## config.mk

```make
export PLATFORM = sky130hd
export DESIGN_NAME = mcp_bus_resp
export DESIGN_NICKNAME = d
export VERILOG_FILES = /design/src/rtl/mcp_bus_resp.sv
export SDC_FILE = /design/constraint.sdc
export NUM_CORES = 1
export LEC_CHECK = 0
export CORE_UTILIZATION = 58
export CTS_CLUSTER_DIAMETER = 200
export DETAILED_ROUTE_END_ITERATION = 12
export DONT_BUFFER_PORTS = 1
export PLACE_DENSITY_LB_ADDON = 0.08
export SYNTH_ARGS = -nofsm -noshare
export SYNTH_HDL_FRONTEND = slang
export SYNTH_SLANG_ARGS = --single-unit
```

## constraint.sdc

```tcl
create_clock -name pin_clk -period 4.1 [get_ports pin_clk]
set_input_delay 0.82 -clock pin_clk [delete_from_list [all_inputs] [get_ports pin_clk]]
set_output_delay 0.82 -clock pin_clk [all_outputs]
set_load 0.03 [all_outputs]
```

## src/rtl/mcp_bus_resp.sv

```systemverilog
// Bus responder for the chipset's asynchronous system bus (SYN/DI/DO/WRBY/INRAK/RA).
// Serves a word RAM window plus one CSR, and answers interrupt acknowledge with a fixed vector.
module mcp_bus_resp #(
  parameter logic [15:0] BASE     = 16'hE000,
  parameter int          RAM_AW   = 5,
  parameter logic [15:0] CSR_ADDR = 16'hFF70,
  parameter logic [15:0] VECTOR   = 16'h00C0,
  parameter int          WAIT     = 2
) (
  input  logic        pin_clk,
  input  logic        pin_sr_n,
  input  logic [15:0] pin_ad_in,
  output logic [15:0] pin_ad_out,
  output logic        pin_ad_oe,
  input  logic        pin_syn,
  input  logic        pin_di,
  input  logic        pin_do,
  input  logic        pin_wrby,
  input  logic        pin_inrak,
  output logic        pin_ra,
  output logic        pin_inrrq
);

  localparam int          WIN_BYTES = 2 * (2 ** RAM_AW);
  localparam logic [16:0] WIN_LO    = {1'b0, BASE};
  localparam logic [16:0] WIN_HI    = WIN_LO + 17'(WIN_BYTES);

  typedef enum logic [2:0] {S_IDLE, S_ADDR, S_WAIT, S_REPLY, S_DONE, S_IAK} state_t;

  state_t            state_q, state_d;
  logic              syn_q;
  logic [15:0]       addr_q, addr_d;
  logic              csr_sel_q, csr_sel_d;
  logic              rd_q, rd_d;
  logic              wrby_q, wrby_d;
  logic [3:0]        cnt_q, cnt_d;
  logic              ra_q, ra_d, oe_q, oe_d;
  logic [15:0]       dout_q, dout_d;
  logic [1:0]        csr_q, csr_d;   // {REQ, IE} = CSR[7:6]
  logic              irq_q;
  logic [15:0]       ram_q [0:(1<<RAM_AW)-1];

  logic              syn_rise, hit_ram, hit_csr, strobe_cur, go_reply, commit, iak_clr;
  logic [16:0]       in_byte;
  logic [RAM_AW-1:0] ram_idx;
  logic [15:0]       csr_word, rd_word, wdata;

  assign syn_rise = pin_syn & ~syn_q;
  assign in_byte  = {1'b0, pin_ad_in[15:1], 1'b0};
  assign hit_ram  = (in_byte >= WIN_LO) && (in_byte < WIN_HI);
  assign hit_csr  = (pin_ad_in[15:1] == CSR_ADDR[15:1]);
  assign ram_idx  = RAM_AW'((addr_q - BASE) >> 1);
  assign csr_word = {8'h00, csr_q, 6'h00};
  assign rd_word  = csr_sel_q ? csr_word : ram_q[ram_idx];
  assign strobe_cur = rd_q ? pin_di : pin_do;

  // Byte lane chosen by the latched address LSB; the other lane keeps its old value.
  always_comb begin
    wdata = pin_ad_in;
    if (wrby_q) begin
      if (addr_q[0]) wdata = {pin_ad_in[15:8], rd_word[7:0]};
      else           wdata = {rd_word[15:8], pin_ad_in[7:0]};
    end
  end

  always_comb begin
    state_d   = state_q;
    addr_d    = addr_q;
    csr_sel_d = csr_sel_q;
    rd_d      = rd_q;
    wrby_d    = wrby_q;
    cnt_d     = cnt_q;
    ra_d      = ra_q;
    oe_d      = oe_q;
    dout_d    = dout_q;
    go_reply  = 1'b0;
    commit    = 1'b0;
    iak_clr   = 1'b0;
    case (state_q)
      S_IDLE: begin
        if (syn_rise) begin
          addr_d    = pin_ad_in;
          csr_sel_d = hit_csr;
          if (hit_ram || hit_csr) state_d = S_ADDR;
        end else if (!pin_syn && pin_di && pin_inrak && irq_q) begin
          state_d = S_IAK;
          cnt_d   = 4'(WAIT);
          iak_clr = 1'b1;
        end
      end
      // DONE re-arms on a fresh strobe within the same SYN (read-modify-write).
      S_ADDR, S_DONE: begin
        if (!pin_syn) state_d = S_IDLE;
        else if (pin_di || pin_do) begin
          rd_d   = pin_di;
          wrby_d = pin_wrby;
          cnt_d  = 4'(WAIT);
          if (WAIT == 0) go_reply = 1'b1;
          else           state_d  = S_WAIT;
        end
      end
      S_WAIT: begin
        if (!pin_syn)         state_d  = S_IDLE;
        else if (!strobe_cur) state_d  = S_DONE;
        else if (cnt_q == '0) go_reply = 1'b1;
        else                  cnt_d    = cnt_q - 4'd1;
      end
      S_REPLY: begin
        if (!pin_syn || !strobe_cur) begin
          state_d = pin_syn ? S_DONE : S_IDLE;
          ra_d    = 1'b0;
          oe_d    = 1'b0;
        end
      end
      S_IAK: begin
        if (!pin_di) begin
          state_d = S_IDLE;
          ra_d    = 1'b0;
          oe_d    = 1'b0;
        end else if (!ra_q) begin
          if (cnt_q == '0) begin
            ra_d   = 1'b1;
            oe_d   = 1'b1;
            dout_d = VECTOR;
          end else cnt_d = cnt_q - 4'd1;
        end
      end
      default: state_d = S_IDLE;
    endcase
    // A write commits only on the edge entering REPLY, so an abort before then drops it.
    if (go_reply) begin
      state_d = S_REPLY;
      ra_d    = 1'b1;
      oe_d    = rd_d;
      if (rd_d) dout_d = rd_word;
      else      commit = 1'b1;
    end
  end

  always_comb begin
    csr_d = csr_q;
    if (commit && csr_sel_q) csr_d = {wdata[7], wdata[6]};
    if (iak_clr)             csr_d[1] = 1'b0;
  end

  always_ff @(posedge pin_clk or negedge pin_sr_n) begin
    if (!pin_sr_n) begin
      state_q   <= S_IDLE;
      syn_q     <= 1'b0;
      addr_q    <= '0;
      csr_sel_q <= 1'b0;
      rd_q      <= 1'b0;
      wrby_q    <= 1'b0;
      cnt_q     <= '0;
      ra_q      <= 1'b0;
      oe_q      <= 1'b0;
      dout_q    <= '0;
      csr_q     <= '0;
      irq_q     <= 1'b0;
    end else begin
      state_q   <= state_d;
      syn_q     <= pin_syn;
      addr_q    <= addr_d;
      csr_sel_q <= csr_sel_d;
      rd_q      <= rd_d;
      wrby_q    <= wrby_d;
      cnt_q     <= cnt_d;
      ra_q      <= ra_d;
      oe_q      <= oe_d;
      dout_q    <= dout_d;
      csr_q     <= csr_d;
      irq_q     <= csr_d[1] & csr_d[0];
    end
  end

  // RAM is not reset; a write coinciding with reset is suppressed.
  always_ff @(posedge pin_clk) begin
    if (commit && !csr_sel_q && pin_sr_n) ram_q[ram_idx] <= wdata;
  end

  assign pin_ad_out = dout_q;
  assign pin_ad_oe  = oe_q;
  assign pin_ra     = ra_q;
  assign pin_inrrq  = irq_q;

endmodule
```

==> flow_metrics.tcl, run 1 <==
set metrics [dict create \
    synth-edff-count 512 \
    drc_errors 0 \
    period_minus_slack_ps 3500 \
    cts_tree "done" \
    cts-htree-levels 2 \
    post_cts_buffers 0 \
    start_kind "flip-flop" \
    status "finished clean" \
    clk_latency_ps 600 \
    fillers 2400 \
    worstPathArrival_ps 3740 \
    p_leak_uw 0.00778 \
    synth_cell_types 67 \
    antenna_found_initial 2 \
    critical_path.max_fanout 41 \
    path_class "flip-flop to flip-flop" \
    fmax_ghz 0.286 \
    yosysTopAreaCell "edfxtp_1" \
    synth_adder_area_share_pct 0.115 \
    yosys_most_used_dff "edfxtp_1" \
    cts_buffer_depth 3 \
    firstDrtPassIters 5 \
    setup_viol 0 \
    critPathRequiredTime_ps 4340 \
    cap_viol_max_count 0 \
    die_h_um 195 \
    grt_pass1_wl_um 76700 \
    power.density_nw_per_um2 695 \
    numPortBuffers 0 \
    die_area_um2 38200 \
    synth_simple_gate_area_share_pct 3.19 \
    syn_inst 1046 \
    ant_nets 0 \
    holdWs_ps 73.9 \
    grt_usage_pct 28.7 \
    clkTransAtPathRegs_ps 60 \
    drive_gt1_share_pct 28.0 \
    synth-compound-area-share_pct 5.09 \
    routedWlPerCell_um 32.3 \
    hpwl_um 31200 \
    die_x_um 195 \
    slew_violations 0 \
    rows 70 \
    grt_pass1_vias 11000 \
    vias_per_cell 6.76 \
    hold_violations 0 \
    synth-seq-area-share_pct 75.3 \
    ys_top_cells_by_area "edfxtp_1 71%, mux4_2 13%, dfrtp_1 4.4%" \
    grt_max_degree 42 \
    synth_nets 1071 \
    worst_slack_ps 601 \
    ios 42 \
    synth_top_area_share_pct 70.9 \
    syn_area_um2 21700 \
    overflow 0 \
    start_util_pct 59.1 \
    rsz0062_at_grt "false" \
    fp.coreArea_um2 36700 \
    muxShareOfSynthArea_pct 14.4 \
    fin_tns_setup_ps 0 \
    cts_buffers 54 \
    synth-seq-cells 550 \
    final_util_pct 66.2 \
    drt_wl_total_um 52700 \
    dp_slack_ps 689 \
    finalPower_uw 16900 \
    synth_top_family_by_area "multiplexers" \
    cp-end-kind "flip-flop" \
    hold_path_class "input pin to async pin" \
    cts_resized 0 \
    worst_pin_slew_ps 1320 \
    synthXorXnorAreaFrac_pct 0.0404 \
    ys_warn_count 0 \
    vias 11000 \
    clock_sinks 550 \
    fin_skew_ps 31.5 \
    drt_iter0_drc 1283 \
    synthArstFlopShare_pct 6.91 \
    synthToLayoutAreaGrowth_pct 12.0 \
    slew-limit-headroom_pct 11.7 \
    fin_nets 1139 \
    period_share_pct 85.4 \
    peakVddDrop_mv 0.378 \
    root_buffer "clkbuf_16" \
    syn_avg_cell_area_um2 20.7 \
    place.gp.congestion 0.849 \
]
[flip-flops by register name, summed over array words and instances (netlist names)]
name        cells
state_q         3
syn_q           1
pin_ad_out     16
rd_q            1
csr_q           2
pin_inrrq       1
pin_ra          1
ram_q         512
wrby_q          1
csr_sel_q       1
pin_ad_oe       1
cnt_q           4
addr_q          6
[critical path, stage by stage (launching register included)]
cell	delay [ps]
dfrtp_4	850
buf_12	320
mux4_2	360
a22oi_1	550
a41oi_1	360
mux2_2	630
[report_power, final]
| part | switching (uW) | leakage (uW) | internal, uW |
|---|---|---|---|
| Combinational | 2820 | 0.00186 | 1840 |
| Clock | 2030 | 0.000824 | 2700 |
| Sequential | 366 | 0.00510 | 7120 |
[cells in the final DEF (no fill, tap or decap), types with 3 or more instances in the layout]
master     instances
a21oi_1            6
a221oi_2          11
a22o_1            23
a22oi_1           40
a31oi_1           12
a41oi_1            5
and3_1             3
buf_12             7
buf_4             63
bufinv_16          4
clkbuf_1          11
clkbuf_16         55
clkinv_1          17
clkinv_2          11
dfrtp_1           36
edfxtp_1         512
inv_1              9
mux2_2            17
mux2i_1           14
mux4_2           123
nand2_1           27
nand2b_1           4
nand3_1            6
nand3b_1           5
nor2_1            32
nor2_2            11
nor2b_1            6
nor3_1             6
nor3b_2            3
o21ai_0           15
o21ai_1            3
o22ai_1            5
o2bb2ai_1          3
or3_1              3
[layout make-up]
class | instances | area [um^2] | share of cell area (%)
diodes | 2 | 5.00 | 0.0206
repair buffers | 71 | 641 | 2.64
inverters | 11 | 41.3 | 0.170
clock inverters | 34 | 260 | 1.07
clock buffers | 66 | 1420 | 5.84
well taps | 468 | 586 | 2.41
multi-input cells | 426 | 5000 | 20.6
flip-flops and latches | 550 | 16300 | 67.3
[stage by stage]
stage          area, um^2  instances
3_5_place_dp        22600       1525
6_report            24300       1628
5_1_grt             24300       1626
4_1_cts             24300       1626
2_1_floorplan       21700       1046
3_3_place_gp        22600       1525
[worst paths after layout]
check | start | end | slack [ps] | depth (start not counted)
worst max-delay path | addr_q[2]$_DFFE_PN0P_ | ram_q[14][15]$_DFFE_PP_ | 600 | 5
worst min-delay path | pin_sr_n | pin_ad_out[10]$_DFF_PN0_ | 70 | 1
worst max register to register | addr_q[2]$_DFFE_PN0P_ | ram_q[14][15]$_DFFE_PP_ | 600 | 5
worst min register to register | addr_q[0]$_DFFE_PN0P_ | addr_q[0]$_DFFE_PN0P_ | 550 | 2
max in group asynchronous | pin_sr_n | pin_ad_out[12]$_DFF_PN0_ | 3800 | 1
min in group pin_clk | pin_syn | syn_q$_DFF_PN0_ | 270 | 0
[synthesized netlist by cell type, types with 4 or more instances]
master and instances:
a21oi_1 6, a221oi_2 11, a22o_1 23, a22oi_1 40, a31oi_1 12, a41oi_1 5
buf_2 27, buf_4 6, buf_6 8, clkbuf_1 15, dfrtp_1 38, edfxtp_1 512
inv_1 9, mux2_2 17, mux2i_1 14, mux4_2 123, nand2_1 27, nand2b_1 4
nand3_1 6, nand3b_1 5, nor2_1 43, nor2b_1 6, nor3_1 7, o21ai_0 16
o21ai_1 4, o22ai_1 5
[timing repair]
| item | 4_1_cts | 5_1_grt |
|---|---|---|
| endpoints found under the setup margin | 0 | 0 |
| hold endpoints to repair | 38 | 0 |
| hold buffers | 1 | 0 |
[metal layers]
layer,routed length [um],track usage [%],part of all wire [%],vias to the layer above
met5,13,0,0.025,-
met4,1320,9.16,2.5,2
met3,5430,7.01,10,91
met2,23900,42.8,45,600
met1,22000,42.6,42,5781
li1,-,-,-,4533
[kinds of logic (layout without fill, tap and decap cells)]
kind of cell / after synthesis / count (layout)
buffers and inverters: 70 / 182
multiplexers: 156 / 156
adder cells (fa/ha/maj): 2 / 2
flip-flops: 550 / 550
other: 0 / 2
AND/OR/NAND/NOR: 128 / 128
AO/OA/AOI/OAI: 139 / 139
XOR/XNOR: 1 / 1
Note: power is estimated with default switching activity, not from simulation.
==> run 2: changes to the inputs <==
SETUP_SLACK_MARGIN = 0.5   (was default)
==> results of run 2 <==
No change in the layout: final DEF, timing and power equal those of run 1.
==> run 3: changes to the inputs <==
CORE_UTILIZATION = 63   (was 58)
==> flow_metrics.tcl, run 3 (synthesis results as in run 1) <==
set metrics [dict create \
    path_class "flip-flop to flip-flop" \
    layout.area.seq_um2 16300 \
    grt_pass1_vias 11300 \
    final_common_cell "edfxtp_1" \
    layout_common_cells "512 x edfxtp_1, 123 x mux4_2, 59 x buf_4" \
    drt_iter0_drc 1467 \
    numPortBuffers 0 \
    root_buffer "clkbuf_16" \
    status "finished with violations" \
    drive_gt1_share_pct 30.1 \
    crit_top_cell "buf_4" \
    worstPathArrival_ps 3690 \
    clockPowerShare_pct 30.1 \
    endpoint "ram_q[14][12]$_DFFE_PP_" \
    start_kind "flip-flop" \
    seqPwrFrac_pct 43.5 \
    cts-htree-levels 2 \
    power.density_nw_per_um2 706 \
    cts_buffer_depth 3 \
    fp.coreArea_um2 33700 \
    ios 42 \
    firstDrtPassIters 6 \
    critPathBufInv 2 \
    die_x_um 188 \
    hpwl_um 32000 \
    r2r_setup_slack_ps 650 \
    multi_input_area_um2 5020 \
    period_minus_slack_ps 3450 \
    slowest_stage "dfrtp_4" \
    grt_pass1_wl_um 79000 \
    place.gp.congestion 0.904 \
    p_sw_share_pct 30.4 \
    cts_tree "done" \
    overflow 0 \
    largest_register "ram_q" \
    p_leak_uw 0.00790 \
    cts_buffers 53 \
    cp_slowest_stage_delay_ps 740 \
    critical_path.max_fanout 32 \
    synthToLayoutAreaGrowth_pct 13.2 \
    vias_per_cell 7.03 \
    rr_worst_depth 6 \
    critPathRequiredTime_ps 4340 \
    p_comb_share_pct 26.5 \
    rows 67 \
    grt_usage_pct 32.0 \
    startpoint "addr_q[1]$_DFFE_PN0P_" \
    fin_tns_setup_ps 0 \
    worst-path-stages 6 \
    die_h_um 188 \
    cts_resized 0 \
    violations "max-capacitance violations, max-slew violations" \
    hold_buffers 1 \
    rsz0062_at_grt "false" \
    clk_latency_ps 600 \
    grt_max_degree 50 \
    largest_reg_flops 512 \
    r2r_start "addr_q[1]$_DFFE_PN0P_" \
    worstReg2RegEnd "ram_q[14][12]$_DFFE_PP_" \
    clkTransAtPathRegs_ps 70 \
    cp-end-kind "flip-flop" \
    fillers 1974 \
    drc_errors 0 \
    period_share_pct 84.0 \
    hold_violations 0 \
    power.switching_uw 5270 \
    fmax_ghz 0.290 \
    vias 11300 \
    fin_nets 1139 \
    peakVddDrop_mv 0.472 \
    cap_viol_max_count 1 \
    slew-limit-headroom_pct -1.60 \
    post_cts_buffers 0 \
    routedWlPerCell_um 33.7 \
    path_cells "buf_4 > buf_4 > mux4_2 > a221oi_2 > a31oi_1 > mux2_2" \
    setup_viol 0 \
    drt_wl_total_um 54300 \
    slew_violations 9 \
    start_util_pct 64.4 \
    antenna_found_initial 3 \
    worst_pin_slew_ps 1520 \
    holdWs_ps 70.0 \
    fin_skew_ps 21.0 \
    hold_path_class "input pin to async pin" \
    die_area_um2 35200 \
    path_delay_family "multiplexers" \
    p_int_uw 12100 \
    clock_sinks 550 \
    ant_nets 0 \
]
run 3: final cells by class:
cell class                      instances  share of cell area, %
Timing Repair Buffer                   72                   2.90
Clock buffer                           65                   5.84
Tap cell                              448                   2.28
Sequential cell                       550                   66.5
Inverter                               11                  0.168
Antenna cell                            4                 0.0408
Clock inverter                         35                   1.80
Multi-Input combinational cell        426                   20.4
run 3: layer usage:
metal,global-route usage [%],part of all wire [%],vias up
li1,-,-,4554
met1,46.8,38,5857
met2,47.2,46,807
met3,9.66,13,100
met4,10.1,2.6,2
met5,0,0.024,-
run 3: per-stage QoR:
step | cells | power, uW | area, um^2 | setup WS (ps) | utilization (%)
finish | 1611 | 17300 | 24500 | 655 | 72.8
global route | 1607 | 17900 | 24500 | 520 | 72.8
CTS | 1607 | 17300 | 24500 | 708 | 72.8
floorplan | 1046 | 10700 | 21700 | 697 | -
global placement | 1506 | 12000 | 22600 | 806 | 67.2
detailed placement | 1506 | 12100 | 22600 | 733 | 67.2
run 3: worst min-delay path by stage:
stage                     startpoint                       to  cells past startpoint
2_1_floorplan     csr_q[0]$_DFF_PN0_       csr_q[0]$_DFF_PN0_                      1
3_3_place_gp   addr_q[0]$_DFFE_PN0P_    addr_q[0]$_DFFE_PN0P_                      2
3_5_place_dp   addr_q[0]$_DFFE_PN0P_    addr_q[0]$_DFFE_PN0P_                      2
4_1_cts                     pin_sr_n  pin_ad_out[8]$_DFF_PN0_                      1
5_1_grt                     pin_sr_n  pin_ad_out[8]$_DFF_PN0_                      1
6_report                    pin_sr_n  pin_ad_out[2]$_DFF_PN0_                      1
run 3: power by group through the flow:
stage               logic, uW  registers, uW  clock network (uW)
floorplan                3350           7370                   0
detailed placement       4480           7650                   0
global route             4840           7560                5460
CTS                      4520           7530                5240
global placement         4380           7640                   0
finish                   4590           7530                5210
